==> config.mk <==
export PLATFORM = sky130hd
export DESIGN_NAME = i_ddr_align_ctrl
export DESIGN_NICKNAME = d
export VERILOG_FILES = /design/src/rtl/i_ddr_align_ctrl.sv
export SDC_FILE = /design/constraint.sdc
export NUM_CORES = 1
export LEC_CHECK = 0
export CAP_MARGIN = 40
export CORE_MARGIN = 5
export CORE_UTILIZATION = 58
export DETAILED_ROUTE_END_ITERATION = 10
export PLACE_DENSITY = 0.84
export SLEW_MARGIN = 15
export SYNTH_ARGS = -nofsm -noshare
export SYNTH_HDL_FRONTEND = slang
export SYNTH_SLANG_ARGS = --single-unit
==> constraint.sdc <==
create_clock -name C -period 2.8 [get_ports C]
set_input_delay 0.56 -clock C [delete_from_list [all_inputs] [get_ports C]]
set_output_delay 0.56 -clock C [all_outputs]
set_load 0.02 [all_outputs]
==> src/rtl/i_ddr_align_ctrl.sv <==
// Purpose : word-boundary alignment / bitslip controller behind a 2-bit I_DDR input register.
// Latency : one word is assembled every 4 cycles; DATA_OUT/DATA_VALID appear the cycle after the word's last pair.
// Backpress: none, the link free-runs; EN_IN=0 drops back to IDLE and R=1 resets everything.
//
// Ports:
//   C, R           clock and synchronous active-high reset
//   EN_IN          level enable; 0 returns to IDLE from any state
//   DDR_Q          I_DDR Q: bit1 = posedge sample (earlier in time), bit0 = negedge sample
//   TRAIN_PATTERN  training word that a completed word is compared against
//   DDR_E          I_DDR register enable
//   DATA_OUT       assembled word; first-received pair lands in [7:6]
//   DATA_VALID     one-cycle strobe per word, only while LOCKED
//   LOCKED         high while locked
//   ALIGN_ERR      high while in FAIL (alignment gave up)
//   SLIP_CNT       word-boundary offset in pairs, mod 4
module i_ddr_align_ctrl #(
  parameter int unsigned MATCH_COUNT  = 4,   // consecutive matches needed to lock (1..15)
  parameter int unsigned MAX_ATTEMPTS = 16   // mismatched words tolerated before FAIL (1..255)
) (
  input  logic       C,
  input  logic       R,
  input  logic       EN_IN,
  input  logic [1:0] DDR_Q,
  input  logic [7:0] TRAIN_PATTERN,
  output logic       DDR_E,
  output logic [7:0] DATA_OUT,
  output logic       DATA_VALID,
  output logic       LOCKED,
  output logic       ALIGN_ERR,
  output logic [1:0] SLIP_CNT
);

  localparam logic [3:0] MATCH_LIM = 4'(MATCH_COUNT);
  localparam logic [7:0] ATT_LIM   = 8'(MAX_ATTEMPTS);

  typedef enum logic [2:0] {
    ST_IDLE,
    ST_FLUSH,
    ST_SEARCH,
    ST_CHECK,
    ST_LOCKED,
    ST_FAIL
  } state_t;

  state_t     state, state_nxt;
  logic [1:0] pair_cnt, pair_nxt;
  logic [3:0] match_cnt, match_nxt;
  logic [7:0] att_cnt, att_nxt;
  logic       flush_cnt, flush_nxt;
  logic [1:0] slip_nxt;
  logic [5:0] sr, sr_nxt;          // only the 6 most recent bits feed a completed word
  logic [7:0] dout_nxt;
  logic       dv_nxt;

  logic [7:0] word;
  logic       word_done;
  logic [7:0] att_inc;
  logic [3:0] match_inc;
  logic       give_up;

  assign word      = {sr, DDR_Q};
  assign word_done = (pair_cnt == 2'd3);
  assign att_inc   = att_cnt + 8'd1;
  assign match_inc = match_cnt + 4'd1;
  assign give_up   = (att_inc == ATT_LIM);

  always_comb begin
    state_nxt = state;
    pair_nxt  = pair_cnt;
    match_nxt = match_cnt;
    att_nxt   = att_cnt;
    flush_nxt = flush_cnt;
    slip_nxt  = SLIP_CNT;
    sr_nxt    = sr;
    dout_nxt  = DATA_OUT;
    dv_nxt    = 1'b0;

    if ((state != ST_IDLE) && !EN_IN) begin
      // Disable wins over everything, including a word completing this cycle.
      // The slip offset is kept so a re-enable starts from the last boundary.
      state_nxt = ST_IDLE;
      pair_nxt  = 2'd0;
      match_nxt = 4'd0;
      att_nxt   = 8'd0;
      flush_nxt = 1'b0;
      sr_nxt    = 6'd0;
    end else begin
      case (state)
        ST_IDLE: begin
          if (EN_IN) begin
            state_nxt = ST_FLUSH;
            flush_nxt = 1'b0;
          end
        end

        // Two cycles to let stale data drain out of the I_DDR register.
        ST_FLUSH: begin
          if (flush_cnt) begin
            state_nxt = ST_SEARCH;
            flush_nxt = 1'b0;
            pair_nxt  = 2'd0;
            match_nxt = 4'd0;
            att_nxt   = 8'd0;
          end else begin
            flush_nxt = 1'b1;
          end
        end

        ST_SEARCH, ST_CHECK: begin
          sr_nxt   = word[5:0];
          pair_nxt = pair_cnt + 2'd1;
          if (word_done) begin
            if (word == TRAIN_PATTERN) begin
              match_nxt = (state == ST_SEARCH) ? 4'd1 : match_inc;
              state_nxt = (match_nxt == MATCH_LIM) ? ST_LOCKED : ST_CHECK;
            end else begin
              match_nxt = 4'd0;
              att_nxt   = att_inc;
              if (give_up) begin
                state_nxt = ST_FAIL;
              end else begin
                // Bitslip: the pair counter stays at 3, so the next cycle
                // completes a word whose boundary sits one pair later.
                state_nxt = ST_SEARCH;
                slip_nxt  = SLIP_CNT + 2'd1;
                pair_nxt  = pair_cnt;
              end
            end
          end
        end

        ST_LOCKED: begin
          sr_nxt   = word[5:0];
          pair_nxt = pair_cnt + 2'd1;
          if (word_done) begin
            dout_nxt = word;
            dv_nxt   = 1'b1;
          end
        end

        ST_FAIL: begin
          // Parked until EN_IN drops.
        end

        default: begin
          state_nxt = ST_IDLE;
        end
      endcase
    end
  end

  always_ff @(posedge C) begin
    if (R) begin
      state      <= ST_IDLE;
      pair_cnt   <= 2'd0;
      match_cnt  <= 4'd0;
      att_cnt    <= 8'd0;
      flush_cnt  <= 1'b0;
      sr         <= 6'd0;
      SLIP_CNT   <= 2'd0;
      DATA_OUT   <= 8'h00;
      DATA_VALID <= 1'b0;
      DDR_E      <= 1'b0;
      LOCKED     <= 1'b0;
      ALIGN_ERR  <= 1'b0;
    end else begin
      state      <= state_nxt;
      pair_cnt   <= pair_nxt;
      match_cnt  <= match_nxt;
      att_cnt    <= att_nxt;
      flush_cnt  <= flush_nxt;
      sr         <= sr_nxt;
      SLIP_CNT   <= slip_nxt;
      DATA_OUT   <= dout_nxt;
      DATA_VALID <= dv_nxt;
      // Status outputs are registered copies of the next-state decode.
      DDR_E      <= (state_nxt != ST_IDLE) && (state_nxt != ST_FAIL);
      LOCKED     <= (state_nxt == ST_LOCKED);
      ALIGN_ERR  <= (state_nxt == ST_FAIL);
    end
  end

endmodule

==> metrics <==
status=finished, final reports clean; Hold WC Path Type=flip-flop to flip-flop; share of the synthesized area in the top cell type=38.9%; Overflow after GRT=0; Synth-to-Final Area Change=17.3%; final worst path period share=80.5%; Synth top cells by count=39 x nor2_1, 38 x dfxtp_1, 15 x a21oi_1, 15 x mux2i_1, 13 x o21ai_0; WL/cell=14.0 µm; Die Span Y=68.1 µm; Critical Setup Path Class=primary input to flip-flop; async set-reset flop share out of synthesis=0%; final net count=267; DRC Markers=0; detailed-route wire length=4190 µm; DP Wirelength=3120 µm; Root Driver=clkbuf_4; max_cap viols=0; chip width=68.1 µm; crit end category=flip-flop; number of flops mapped to enable cells by yosys=0; n_diodes=0; CP max-delay cell=clkdlybuf4s50_1; pwr dens=398 nW/µm²; synthesized area=1960 µm²; critical path cell sequence=clkdlybuf4s50_1 -> xnor2_1 -> nand4_1 -> nor2_2 -> o21ai_0 -> a311o_2 -> a311oi_2; fin crit period=2.26 ns; Routed Antenna Nets=0; Area contributors post-synth=dfxtp_1 39%, mux2i_1 7.7%, nor2_1 7.5%, xnor2_1 4.5%, a21oi_1 3.8%; Synth Area per Inst=8.69 µm²; DR iter-0 viols=141; initial antenna violation count=0; Initial Util=59.1%; layout cells sized above 1=10.7%; Setup Viol. Count Final=0; CTS H-tree depth=2; largest net degree at the start of global routing=21; gr usage total=20.7%; drt pass-1 iters=4; clock latency on the worst-skew pair=0.35 ns; Max Root-Sink Buffers=2; cts bufs inserted=5; syn_nets=241; Worst slew margin=60.1%; startpoint types=primary input; Mapped Cells=225; Buffers on Ports=26; post-CTS sizing=0; die area=4630 µm²; Final Util=69.3%; crit path buf inv count=1; synthesis warning total=0; Setup Fix Bufs, Post-CTS=0; gpl congestion=0.889; final hold viol count=0; vias in the first global route=1628; Top delay family on crit path=compound AO/OA/AOI/OAI gates; clk slew on worst S/H paths=0.11 ns; FP Rows=21; Peak VDD IR=0.257 mV; synth unique cells=54; CTS sink count=38; unrepaired setup endpoints after global routing=no; synthesis-stage register bit count=38; routed vias=1702; worst endpoint required time=3.08 ns; worst slew pin tran=0.599 ns; first-pass GRT wire length=7210 µm; IO Pins=27; FMAX=443 MHz; total negative setup slack=0 ns; CP arrival=2.53 ns; most common flop cell mapped by yosys=dfxtp_1; hold-fix buffers at CTS=0; core area=3310 µm²; largest area contributor in the netlist=dfxtp_1; sequential element share of the synthesized area=38.9%; most common cell in the synthesized netlist=nor2_1; Slew Limit Fails=0; CTS tree=built; Via-to-Cell Ratio=5.71; crit-path max FO=6; CP max stage delay=0.46 ns; clk_skew=0.0126 ns; Static Leak=0.913 nW
## power by group
part	leakage (nW)	internal [W]	total [W]	switching, W
Combinational	0.571	0.0000329	0.0000666	0.0000337
Sequential	0.306	0.000543	0.000548	0.00000490
Clock	0.0353	0.000122	0.000299	0.000177
## final cells by class
cell class                 instances  area, µm²
sequential                        38        761
timing repair buffer              30        290
clock inverter                     1       5.00
inverter                           1       3.75
tap                               46       57.6
multi-input combinational        175       1120
fill                             292       1020
clock buffer                       7       55.1
## stage by stage
step	worst slack (ns)	cell area, µm²	power, W	hold WS, ns	std cells
2_1_floorplan	0.858	1960	0.000600	0.453	225
3_3_place_gp	0.270	2230	0.000625	0.468	290
3_5_place_dp	0.203	2230	0.000627	0.485	290
4_1_cts	0.571	2290	0.000919	0.500	298
5_1_grt	0.380	2290	0.000956	0.553	298
6_report	0.545	2290	0.000914	0.496	298
## path summary, 6_finish.rpt
kind	start	endpoint	slack (ns)	cells past startpoint
worst max-delay path	DDR_Q[1]	DDR_E	0.54	7
worst max register to register	state[1]	DDR_E	0.61	6
worst min-delay path	match_cnt[3]	match_cnt[3]	0.50	2
worst min register to register	match_cnt[3]	match_cnt[3]	0.50	2
## placed cells by master, fill, tap and decap left out, types with 3 or more instances in the layout
cell / instances
nand4_1: 5
ha_1: 3
nor2b_1: 3
nor3_1: 5
nand3_1: 5
clkdlybuf4s50_1: 26
o21ai_0: 13
nand2_1: 9
nand3b_1: 5
xnor2_1: 10
a22oi_1: 3
a21oi_1: 15
dfxtp_1: 38
nor4_1: 3
nor2_1: 39
buf_4: 4
and3_1: 4
clkbuf_4: 5
mux2i_1: 15
## flip-flops by register name, indices dropped and copies added, names as in the netlist, 2 cells and up
register,count
DATA_OUT,8
att_cnt,8
sr,6
match_cnt,4
state,3
SLIP_CNT,2
pair_cnt,2
## layer usage
metal	routed length, µm	share of wire, %	global-route usage (%)
met2	1970	47	34.1
met3	243	5.8	5.25
met1	1890	45	25.3
met4	80	1.9	9.43
met5	0	0	0
## logic make-up after synthesis
group | share of synthesized area (%)
xor+xnor | 4.93
mux | 7.68
fa+ha+maj | 1.92
compound gates | 15.8
flops | 38.9
buf+inv | 3.71
simple gates | 27.1
## worst min-delay path, cell delays in order (launching register included)
cell,delay (ns)
dfxtp_1,0.34
nand2_1,0.06
a21oi_1,0.05
No activity file was read; power rests on OpenSTA's default activity.
